## src/rtl/weighted_center_of_mass_if.sv

```systemverilog
// rtl/weighted_center_of_mass_if.sv - node sample stream and result bus of the centre-of-mass engine
interface weighted_center_of_mass_if #(
    parameter int POS_WIDTH  = 16,
    parameter int MASS_WIDTH = 8,
    parameter int BODY_W     = 2
);
    logic [POS_WIDTH-1:0]  x_in;
    logic [POS_WIDTH-1:0]  y_in;
    logic [MASS_WIDTH-1:0] mass_in;
    logic [BODY_W-1:0]     body_in;
    logic                  valid_in;
    logic                  ready_out;
    logic                  tabulate_in;
    logic [POS_WIDTH-1:0]  x_out;
    logic [POS_WIDTH-1:0]  y_out;
    logic [BODY_W-1:0]     body_out;
    logic                  valid_out;
    logic                  empty_out;
    logic                  overflow_out;

    modport master (
        output x_in, y_in, mass_in, body_in, valid_in, tabulate_in,
        input  ready_out, x_out, y_out, body_out, valid_out, empty_out, overflow_out
    );

    modport slave (
        input  x_in, y_in, mass_in, body_in, valid_in, tabulate_in,
        output ready_out, x_out, y_out, body_out, valid_out, empty_out, overflow_out
    );
endinterface

```

## src/rtl/weighted_center_of_mass.sv

```systemverilog
// rtl/weighted_center_of_mass.sv - mass-weighted multi-body centre-of-mass engine with sequential divider
module weighted_center_of_mass #(
    parameter int POS_WIDTH  = 16,
    parameter int MASS_WIDTH = 8,
    parameter int MAX_NODES  = 64,
    parameter int NUM_BODIES = 4,
    parameter int BODY_W     = (NUM_BODIES > 1) ? $clog2(NUM_BODIES) : 1
) (
    input  logic clk_in,
    input  logic rst_n_in,
    weighted_center_of_mass_if.slave bus
);
    localparam int CNT_W  = $clog2(MAX_NODES + 1);
    localparam int MSUM_W = MASS_WIDTH + CNT_W;
    localparam int ACC_W  = POS_WIDTH + MSUM_W;
    localparam int DCNT_W = $clog2(ACC_W);
    localparam int BW1    = BODY_W + 1;

    localparam logic [CNT_W-1:0]  MAX_CNT   = CNT_W'(MAX_NODES);
    localparam logic [BODY_W-1:0] LAST_BODY = BODY_W'(NUM_BODIES - 1);
    localparam logic [BW1-1:0]    BODY_LIM  = BW1'(NUM_BODIES);
    localparam logic [DCNT_W-1:0] DIV_LAST  = DCNT_W'(ACC_W - 1);

    typedef enum logic [2:0] {
        S_TALLY,
        S_LOAD,
        S_DIV_RUN,
        S_EMIT,
        S_CLEAR
    } state_t;

    state_t state_q, state_d;

    logic [ACC_W-1:0]      xs_q  [NUM_BODIES];
    logic [ACC_W-1:0]      ys_q  [NUM_BODIES];
    logic [MSUM_W-1:0]     ms_q  [NUM_BODIES];
    logic [CNT_W-1:0]      cnt_q [NUM_BODIES];
    logic [NUM_BODIES-1:0] ovf_q;

    logic [BODY_W-1:0] ptr_q, ptr_d;

    logic [POS_WIDTH-1:0] x_out_q, x_out_d;
    logic [POS_WIDTH-1:0] y_out_q, y_out_d;
    logic [BODY_W-1:0]    body_out_q, body_out_d;
    logic                 valid_q, valid_d;
    logic                 empty_q, empty_d;
    logic                 ovf_out_q, ovf_out_d;

    logic             body_legal;
    logic             accept;
    logic             room;
    logic [ACC_W-1:0] x_prod;
    logic [ACC_W-1:0] y_prod;

    assign body_legal = ({1'b0, bus.body_in} < BODY_LIM);
    assign accept     = (state_q == S_TALLY) && bus.valid_in && body_legal;
    assign room       = (cnt_q[bus.body_in] < MAX_CNT);
    assign x_prod     = ACC_W'(bus.x_in) * ACC_W'(bus.mass_in);
    assign y_prod     = ACC_W'(bus.y_in) * ACC_W'(bus.mass_in);

    // Per-body accumulators; CLEAR wipes them once the sweep has emitted every body.
    always_ff @(posedge clk_in or negedge rst_n_in) begin
        if (!rst_n_in) begin
            for (int b = 0; b < NUM_BODIES; b++) begin
                xs_q[b]  <= '0;
                ys_q[b]  <= '0;
                ms_q[b]  <= '0;
                cnt_q[b] <= '0;
            end
            ovf_q <= '0;
        end else if (state_q == S_CLEAR) begin
            for (int b = 0; b < NUM_BODIES; b++) begin
                xs_q[b]  <= '0;
                ys_q[b]  <= '0;
                ms_q[b]  <= '0;
                cnt_q[b] <= '0;
            end
            ovf_q <= '0;
        end else if (accept) begin
            if (room) begin
                xs_q[bus.body_in]  <= xs_q[bus.body_in] + x_prod;
                ys_q[bus.body_in]  <= ys_q[bus.body_in] + y_prod;
                ms_q[bus.body_in]  <= ms_q[bus.body_in] + MSUM_W'(bus.mass_in);
                cnt_q[bus.body_in] <= cnt_q[bus.body_in] + CNT_W'(1);
            end else begin
                ovf_q[bus.body_in] <= 1'b1;
            end
        end
    end

    // Two restoring dividers sharing one divisor; the dividend register shifts
    // left and collects quotient bits at its LSB.
    logic [ACC_W-1:0]  xq_q, yq_q, xq_nx, yq_nx;
    logic [MSUM_W-1:0] xr_q, yr_q, xr_nx, yr_nx;
    logic [MSUM_W-1:0] dvs_q;
    logic [MSUM_W:0]   xr_sh, yr_sh, xr_sub, yr_sub;
    logic              x_ge, y_ge;
    logic [DCNT_W-1:0] dcnt_q;
    logic              cur_empty;

    assign cur_empty = (ms_q[ptr_q] == '0);

    always_comb begin
        xr_sh  = {xr_q, xq_q[ACC_W-1]};
        yr_sh  = {yr_q, yq_q[ACC_W-1]};
        xr_sub = xr_sh - {1'b0, dvs_q};
        yr_sub = yr_sh - {1'b0, dvs_q};
        x_ge   = (xr_sh >= {1'b0, dvs_q});
        y_ge   = (yr_sh >= {1'b0, dvs_q});
        xr_nx  = x_ge ? xr_sub[MSUM_W-1:0] : xr_sh[MSUM_W-1:0];
        yr_nx  = y_ge ? yr_sub[MSUM_W-1:0] : yr_sh[MSUM_W-1:0];
        xq_nx  = {xq_q[ACC_W-2:0], x_ge};
        yq_nx  = {yq_q[ACC_W-2:0], y_ge};
    end

    always_ff @(posedge clk_in or negedge rst_n_in) begin
        if (!rst_n_in) begin
            xq_q   <= '0;
            yq_q   <= '0;
            xr_q   <= '0;
            yr_q   <= '0;
            dvs_q  <= '0;
            dcnt_q <= '0;
        end else if (state_q == S_LOAD) begin
            xq_q   <= xs_q[ptr_q];
            yq_q   <= ys_q[ptr_q];
            xr_q   <= '0;
            yr_q   <= '0;
            dvs_q  <= ms_q[ptr_q];
            dcnt_q <= DIV_LAST;
        end else if (state_q == S_DIV_RUN) begin
            xq_q   <= xq_nx;
            yq_q   <= yq_nx;
            xr_q   <= xr_nx;
            yr_q   <= yr_nx;
            dcnt_q <= dcnt_q - DCNT_W'(1);
        end
    end

    always_comb begin
        state_d    = state_q;
        ptr_d      = ptr_q;
        x_out_d    = x_out_q;
        y_out_d    = y_out_q;
        body_out_d = body_out_q;
        valid_d    = 1'b0;
        empty_d    = 1'b0;
        ovf_out_d  = 1'b0;
        unique case (state_q)
            S_TALLY: begin
                if (bus.tabulate_in) begin
                    state_d = S_LOAD;
                    ptr_d   = '0;
                end
            end
            S_LOAD: begin
                if (cur_empty) begin
                    state_d    = S_EMIT;
                    x_out_d    = '0;
                    y_out_d    = '0;
                    body_out_d = ptr_q;
                    valid_d    = 1'b1;
                    empty_d    = 1'b1;
                    ovf_out_d  = ovf_q[ptr_q];
                end else begin
                    state_d = S_DIV_RUN;
                end
            end
            S_DIV_RUN: begin
                // Result registers load from the final quotient step so the
                // strobe coincides with the EMIT cycle.
                if (dcnt_q == '0) begin
                    state_d    = S_EMIT;
                    x_out_d    = xq_nx[POS_WIDTH-1:0];
                    y_out_d    = yq_nx[POS_WIDTH-1:0];
                    body_out_d = ptr_q;
                    valid_d    = 1'b1;
                    ovf_out_d  = ovf_q[ptr_q];
                end
            end
            S_EMIT: begin
                if (ptr_q == LAST_BODY) begin
                    state_d = S_CLEAR;
                end else begin
                    ptr_d   = ptr_q + BODY_W'(1);
                    state_d = S_LOAD;
                end
            end
            S_CLEAR: state_d = S_TALLY;
            default: state_d = S_TALLY;
        endcase
    end

    always_ff @(posedge clk_in or negedge rst_n_in) begin
        if (!rst_n_in) begin
            state_q    <= S_TALLY;
            ptr_q      <= '0;
            x_out_q    <= '0;
            y_out_q    <= '0;
            body_out_q <= '0;
            valid_q    <= 1'b0;
            empty_q    <= 1'b0;
            ovf_out_q  <= 1'b0;
        end else begin
            state_q    <= state_d;
            ptr_q      <= ptr_d;
            x_out_q    <= x_out_d;
            y_out_q    <= y_out_d;
            body_out_q <= body_out_d;
            valid_q    <= valid_d;
            empty_q    <= empty_d;
            ovf_out_q  <= ovf_out_d;
        end
    end

    assign bus.ready_out    = (state_q == S_TALLY);
    assign bus.x_out        = x_out_q;
    assign bus.y_out        = y_out_q;
    assign bus.body_out     = body_out_q;
    assign bus.valid_out    = valid_q;
    assign bus.empty_out    = empty_q;
    assign bus.overflow_out = ovf_out_q;
endmodule

```

## src/flat_wrapper.sv

```systemverilog
// flat-port wrapper written by rule: the top's interface ports become plain ports
module weighted_center_of_mass_flat 
#(
    parameter int POS_WIDTH  = 16,
    parameter int MASS_WIDTH = 8,
    parameter int MAX_NODES  = 64,
    parameter int NUM_BODIES = 4,
    parameter int BODY_W     = (NUM_BODIES > 1) ? $clog2(NUM_BODIES) : 1
)
  (clk_in, rst_n_in, bus_x_in, bus_y_in, bus_mass_in, bus_body_in, bus_valid_in, bus_tabulate_in, bus_ready_out, bus_x_out, bus_y_out, bus_body_out, bus_valid_out, bus_empty_out, bus_overflow_out);
  weighted_center_of_mass_if #(.POS_WIDTH(POS_WIDTH), .MASS_WIDTH(MASS_WIDTH), .BODY_W(BODY_W)) bus_i ();
  input  logic clk_in;
  input  logic rst_n_in;
  input wire logic [$bits(bus_i.x_in)-1:0] bus_x_in;
  input wire logic [$bits(bus_i.y_in)-1:0] bus_y_in;
  input wire logic [$bits(bus_i.mass_in)-1:0] bus_mass_in;
  input wire logic [$bits(bus_i.body_in)-1:0] bus_body_in;
  input wire logic [$bits(bus_i.valid_in)-1:0] bus_valid_in;
  input wire logic [$bits(bus_i.tabulate_in)-1:0] bus_tabulate_in;
  output wire logic [$bits(bus_i.ready_out)-1:0] bus_ready_out;
  output wire logic [$bits(bus_i.x_out)-1:0] bus_x_out;
  output wire logic [$bits(bus_i.y_out)-1:0] bus_y_out;
  output wire logic [$bits(bus_i.body_out)-1:0] bus_body_out;
  output wire logic [$bits(bus_i.valid_out)-1:0] bus_valid_out;
  output wire logic [$bits(bus_i.empty_out)-1:0] bus_empty_out;
  output wire logic [$bits(bus_i.overflow_out)-1:0] bus_overflow_out;
  assign bus_i.x_in = bus_x_in;
  assign bus_i.y_in = bus_y_in;
  assign bus_i.mass_in = bus_mass_in;
  assign bus_i.body_in = bus_body_in;
  assign bus_i.valid_in = bus_valid_in;
  assign bus_i.tabulate_in = bus_tabulate_in;
  assign bus_ready_out = bus_i.ready_out;
  assign bus_x_out = bus_i.x_out;
  assign bus_y_out = bus_i.y_out;
  assign bus_body_out = bus_i.body_out;
  assign bus_valid_out = bus_i.valid_out;
  assign bus_empty_out = bus_i.empty_out;
  assign bus_overflow_out = bus_i.overflow_out;
  weighted_center_of_mass #(.POS_WIDTH(POS_WIDTH), .MASS_WIDTH(MASS_WIDTH), .MAX_NODES(MAX_NODES), .NUM_BODIES(NUM_BODIES), .BODY_W(BODY_W)) u_core (.clk_in(clk_in), .rst_n_in(rst_n_in), .bus(bus_i));
endmodule
```

## config.mk

```make
export PLATFORM = sky130hd
export DESIGN_NAME = weighted_center_of_mass_flat
export DESIGN_NICKNAME = d
export VERILOG_FILES = /design/src/rtl/weighted_center_of_mass_if.sv /design/src/rtl/weighted_center_of_mass.sv /design/src/flat_wrapper.sv
export SDC_FILE = /design/constraint.sdc
export NUM_CORES = 2
export LEC_CHECK = 0
export CORE_MARGIN = 3
export CORE_UTILIZATION = 30
export DETAILED_ROUTE_END_ITERATION = 10
export SYNTH_ARGS = -nofsm -noshare
export SYNTH_HDL_FRONTEND = slang
export SYNTH_SLANG_ARGS = --single-unit
```

## constraint.sdc

```tcl
create_clock -name clk_in -period 6.8 [get_ports clk_in]
set_clock_uncertainty 0.15 [all_clocks]
set_input_delay 0.68 -clock clk_in [delete_from_list [all_inputs] [get_ports clk_in]]
set_output_delay 0.68 -clock clk_in [all_outputs]
set_load 0.02 [all_outputs]
```

=== Word level (Yosys, flattened, before mapping) ===
Index checks and enable logic that the tools add are counted.

* Add/subtract/negate cells: 8
* $mul: 2
* Div/mod/pow operators: 0
* Order comparisons: 9
* Equality and inequality tests: 10
* Shift-type cells: 0
* Muxes and demuxes: 85
* Bitwise gates (word level): 3
* Reductions and logical operators: 15

{| class="wikitable"
|+ Operators by type and width
! kind !! count
|-
| 124-bit two-way mux || 6
|-
| 31-bit two-way mux || 13
|-
| 31-bit binary-select mux with 2-bit select || 4
|-
| 124-bit bitwise mux || 2
|-
| 60-bit two-way mux || 3
|-
| 15-bit two-way mux || 11
|-
| 28-bit two-way mux || 3
|-
| 16-bit one-hot mux with 2 select lines || 2
|-
| 31-bit by 24-bit adder with 31-bit output || 2
|-
| 31-bit demux with 2-bit select || 1
|-
| 15-bit binary-select mux with 2-bit select || 2
|-
| 60-bit bitwise mux || 1
|-
| 16-bit by 8-bit multiplier with 24-bit output || 2
|-
| 16-bit two-way mux || 3
|-
| 16-bit by 15-bit greater-or-equal comparator with 1-bit output || 2
|-
| 15-bit demux with 2-bit select || 1
|-
| 15-bit subtractor || 2
|-
| 28-bit bitwise mux || 1
|-
| 7-bit two-way mux || 3
|-
| 15-bit by 8-bit adder with 15-bit output || 1
|-
| 15-bit zero test || 1
|-
| 7-bit binary-select mux with 2-bit select || 1
|-
| 7-bit demux with 2-bit select || 1
|-
| 4-bit two-way mux || 3
|-
| other kinds (31) || 61
|}

* Bits in registers: 494
* Bits in latches: 0
* Memory bits (writable): 0
* ROM bits: 0
* Input port bits: 46
* Output and inout port bits: 38
* Logic and storage cells: 163
* Memories kept: 0

=== Longest topological paths before layout ===
* Depth after elaboration: 9
* Gate-level depth with buffers: 24
* Mapped depth without buffers: 20

=== Least setup slack after synthesis ===
No wires, ideal clock.

* Kind: input to register
* Start point: input bus_body_in[1]
* End point: register u_core.ys_q[121] (netlist bit)
* Setup time: 0.111 ns
* Data arrival time: 6.510 ns
* Required time: 6.539 ns
* Slack: 0.029 ns
* Cell stages on the path: 22
* Path buffers: 4
* Cells stage by stage: buf_2 buf_1 clkbuf_1 clkbuf_1 mux4_2 inv_1 fa_1 inv_1 fa_1 fa_1 inv_1 fa_1 inv_1 ha_1 a21oi_1 o21ai_0 a31o_2 a2111oi_2 nor2_2 a21oi_2 mux2_2 a2111oi_2

* Word-level cells in the longest chain between the ends: 9
* Elaborated cells between the ends (all ways): 20
* Classes of those cells: add/sub (1); order compare (3); mux (12); bitwise (1); reduce/logical (3)

{| class="wikitable"
|+ RTL lines
! what !! RTL line !! source
|-
| start, declared || flat_wrapper.sv:17 || <nowiki>input wire logic [$bits(bus_i.body_in)-1:0] bus_body_in;</nowiki>
|-
| 2-bit inverter with 3-bit output (implied by the code) * || weighted_center_of_mass.sv:57, weighted_center_of_mass.sv:82 ||
|-
| 31-bit binary-select mux with 2-bit select, or another cell as far along || weighted_center_of_mass.sv:82 || <nowiki>ys_q[bus.body_in] <= ys_q[bus.body_in] + y_prod;</nowiki>
|-
| 31-bit two-way mux (implied by the code) / 1-bit logical AND (equally long branches) || weighted_center_of_mass.sv:82 ||
|-
| 31-bit two-way mux (implied by the code) || weighted_center_of_mass.sv:82 ||
|-
| 31-bit by 24-bit adder with 31-bit output / 31-bit demux with 2-bit select (equally long branches) || weighted_center_of_mass.sv:82 ||
|-
| 124-bit bitwise mux || weighted_center_of_mass.sv:82 ||
|-
| 124-bit two-way mux || weighted_center_of_mass.sv:80 || <nowiki>if (room) begin</nowiki>
|-
| 124-bit two-way mux || weighted_center_of_mass.sv:79 || <nowiki>end else if (accept) begin</nowiki>
|-
| 124-bit two-way mux || weighted_center_of_mass.sv:71 || <nowiki>end else if (state_q == S_CLEAR) begin</nowiki>
|-
| end signal, assigned by index || weighted_center_of_mass.sv:82 ||
|-
| end, declared || weighted_center_of_mass.sv:35 || <nowiki>logic [ACC_W-1:0] ys_q [NUM_BODIES];</nowiki>
|}

Every way passes the cells marked *; elsewhere a longest branch is shown, timed or not. The select of a mux whose other input is x is not followed.
A chain may end at the register's enable or synchronous reset.

=== Worst setup path in the final report ===
* Start point: input bus_body_in[0]
* End point: register u_core.xs_q[85] (netlist bit)

* Word-level cells in the longest chain between the ends: 9
* Elaborated cells between the ends (all ways): 20
* Classes of those cells: add/sub (1); order compare (3); mux (12); bitwise (1); reduce/logical (3)

{| class="wikitable"
|+ RTL lines
! what !! RTL line !! source
|-
| 2-bit inverter with 3-bit output (implied by the code) * || weighted_center_of_mass.sv:57, weighted_center_of_mass.sv:81 ||
|-
| 31-bit binary-select mux with 2-bit select, or another cell as far along || weighted_center_of_mass.sv:81 || <nowiki>xs_q[bus.body_in] <= xs_q[bus.body_in] + x_prod;</nowiki>
|-
| 31-bit two-way mux (implied by the code) / 1-bit logical AND (equally long branches) || weighted_center_of_mass.sv:81 ||
|-
| 31-bit two-way mux (implied by the code) || weighted_center_of_mass.sv:81 ||
|-
| 31-bit by 24-bit adder with 31-bit output / 31-bit demux with 2-bit select (equally long branches) || weighted_center_of_mass.sv:81 ||
|-
| 124-bit bitwise mux || weighted_center_of_mass.sv:81 ||
|-
| 124-bit two-way mux || weighted_center_of_mass.sv:80 ||
|-
| 124-bit two-way mux || weighted_center_of_mass.sv:79 ||
|-
| 124-bit two-way mux || weighted_center_of_mass.sv:71 ||
|-
| end signal, assigned by index || weighted_center_of_mass.sv:81 ||
|-
| end, declared || weighted_center_of_mass.sv:34 || <nowiki>logic [ACC_W-1:0] xs_q [NUM_BODIES];</nowiki>
|}

Marks and branches as above.

==> flow_summary.yaml <==
timing:
  rsz0062_at_grt: "no"
  hold_violations: 0
  hold_slack_ns: 0.328
  setup_ws_ns: 0.760
  fin_crit_sh: 0.888
  fin_crit_ns: 6.04
  maxSlewViolCount: 0
  setup-tns-final_ns: 0
  timing.fmax_mhz: 166
  setup_viol: 0
  slew_headroom: 0.233
  tightest_slew_ns: 1.15
clock_network:
  htreeDepth: 2
  clock_path_buffers: 3
  cts_tree: "yes"
  clk_pin_slew_ns: 0.07
  cts.sinks: 494
  root_buffer: "clkbuf_16"
  clk_latency_ns: 0.63
  cts_resized: 0
  cts_made_buffers: 55
yosys:
  synth.avg_cell_area_sq_um: 9.61
  synth_compound_area_frac: 0.127
  synth_fa_ha_area_frac: 0.172
  synthFlopType: "dfrtp_1"
  syn_area_sq_um: 35100
  async_flop_share: 1.00
  synth_cell_types: 72
  ys_seq_area_frac: 0.352
  synth.yosys.warnings: 0
  synthXorXnorAreaFrac: 0.0217
  synth_most_common_cell: "nand2_1"
  synthTopCellsByCount: "603 x nand2_1, 494 x dfrtp_1, 359 x inv_1, 302 x nor2_1, 290 x a21oi_1"
  synth_nets: 4056
  synth_top_family_by_area: "adder cells"
  synth_edf_count: 0
  synth_top_cell_by_area: "dfrtp_1"
  ys_top_cells_by_area: "dfrtp_1 35%, fa_1 12%, mux4_2 10%"
  synth_mux_area_frac: 0.111
  synthSimpleGateAreaFrac: 0.152
  synth_top_area_frac: 0.352
  synth-seq-cells: 494
  syn_inst: 3655
critical_path:
  crit_required_ns: 7.15
  r2r_start: "u_core.xs_q[10]"
  reg2reg_slack_ns: 0.96
  cp-start-kind: "input port"
  cp_max_fo: 26
  worstSetupEndpointType: "flip-flop"
  crit_start: "bus_body_in[0]"
  crit_arrival_ns: 6.39
  worstRegToRegCells: 18
  worstSetupPathType: "input port to flip-flop"
layout:
  final_area_sq_um: 39600
  multi_input_area_sq_um: 20600
  regArea_sq_um: 12400
  nFillCells: 11700
  fin_nets: 4049
  syn_to_final_growth_pct: 12.8
  final_layout_size_suffix_gt1_frac: 0.0998
routing:
  initialDrtViolationCount: 2043
  via_count: 26800
  viasPerCell: 5.14
  wl_um: 101000
  drc: 0
  wl_per_cell_um: 19.5
  dr.pass1.iters: 6
  ant_nets: 0
min_path:
  whs_path_depth: 2
  min_from: "u_core.bus.y_out[15]"
  hold_class: "flip-flop to flip-flop"
placed_design:
  place_ws_ns: 0.177
  place.gp.congestion: 0.847
  hpwlAfterDp_um: 69400
  placed_area_sq_um: 37700
  portBuffers: 83
floorplanning:
  dieArea_sq_um: 121000
  start_util: 0.305
  core_area_sq_um: 115000
  num_rows: 124
  io_pins: 84
  die_h_um: 348
  die_x_um: 348
global_routing:
  grt_pass1_wl_um: 161000
  overflow: 0
  antenna_found_initial: 0
  grt_max_degree: 211
  grtUsageTotal: 0.167
  grt_pass1_vias: 27600
pwr:
  power_leakage_uw: 0.0179
  p_per_area_nw_per_um2: 540
  irDropWorstVdd_mv: 0.496
run_status:
  status: "finished clean"
job:
  maxCapViolations: 0
[worst max-delay path, stage by stage]
cell and delay, ns:
buf_6 0.38, mux4_2 0.58, inv_1 0.11, fa_1 0.38, inv_1 0.08, fa_1 0.44, fa_1 0.55, inv_1 0.05
fa_1 0.49, inv_1 0.05, ha_1 0.34, a211oi_1 0.27, o211ai_1 0.22, a41o_1 0.31, a211oi_1 0.43, o31a_1 0.23
o21ai_0 0.13, xnor2_1 0.43, o21ai_0 0.17
[cell families (layout without fill, tap and decap cells)]
kind of cell    count (synthesis)  after routing
fa+ha+maj                     355            355
buf+inv                       575            608
compound gates                735            735
mux                           187            187
other cells                     0              1
xor+xnor                       87             87
flops                         494            494
simple gates                 1222           1222
[path summary, 6_finish.rpt]
path                                           to
setup / recovery                  u_core.xs_q[85]
hold / removal               u_core.bus.y_out[15]
setup reg to reg                  u_core.xs_q[85]
hold reg to reg              u_core.bus.y_out[15]
max in group asynchronous        u_core.xs_q[105]
min in group asynchronous  u_core.bus.body_out[1]
[metal layers]
| metal | up-vias | wire length, um | GRT usage | share of wire |
|---|---|---|---|---|
| met4 | 0 | 4060 | 0.0629 | 0.040 |
| met5 | - | 0 | 0 | 0 |
| met2 | 588 | 51400 | 0.295 | 0.51 |
| met3 | 161 | 4180 | 0.0187 | 0.041 |
| met1 | 13700 | 41700 | 0.211 | 0.41 |
| li1 | 12300 | - | - | - |
[repair_timing]
| action | in CTS | in global routing |
|---|---|---|
| hold buffers | 1 | 0 |
| hold endpoints to repair | 2 | 0 |
| buffers inserted | 0 | 0 |
[registers in the layout, summed over array words and instances (netlist names)]
signal and flops:
u_core.xs_q 124, u_core.ys_q 124, u_core.ms_q 60, u_core.xq_q 31
u_core.yq_q 31, u_core.cnt_q 28, u_core.bus.x_out 16, u_core.bus.y_out 16
u_core.dvs_q 15, u_core.xr_q 15, u_core.yr_q 15, u_core.dcnt_q 5
u_core.ovf_q 4, u_core.state_q 3, u_core.bus.body_out 2, u_core.ptr_q 2
u_core.bus.empty_out 1, u_core.bus.overflow_out 1, u_core.bus.valid_out 1
[cell type report]
class	instances	area share
multi-input combinational	2586	0.520
sequential	494	0.312
tap	1512	0.0477
clock buffer	74	0.0398
timing repair buffer	152	0.0380
inverter	359	0.0340
clock inverter	23	0.00852
antenna	1	0.0000631
[cells in the final DEF (no fill, tap or decap), types with 13 or more instances in the layout]
cell type and n:
xor2_1 36, xnor2_1 51, ha_1 140, mux4_2 160, fa_1 215, a22o_1 18
a21oi_1 290, clkdlybuf4s50_1 80, dfrtp_1 492, o21bai_1 13, and2_1 174, nor3_1 13
clkbuf_8 13, inv_1 359, o21ai_0 175, mux2i_1 22, nor2_1 300, o21a_1 13
buf_4 57, nand3_1 43, nand2_1 603, a22oi_1 56, a21o_1 34, clkbuf_16 55
a211oi_1 69
[through the flow]
step           total power [uW]  cells   util
6_report                  21400   5201  0.344
5_1_grt                   23300   5200  0.344
4_1_cts                   21500   5200  0.344
3_5_place_dp              18200   5102  0.327
3_3_place_gp              18000   5102  0.327
2_1_floorplan             14400   3655      -
[power breakdown]
group	switching [uW]	internal (uW)	total, uW
clock	1300	1890	3190
sequential	887	4080	4960
combinational	8020	5210	13200
total	10200	11200	21400
(Power assumes the default switching activity.)
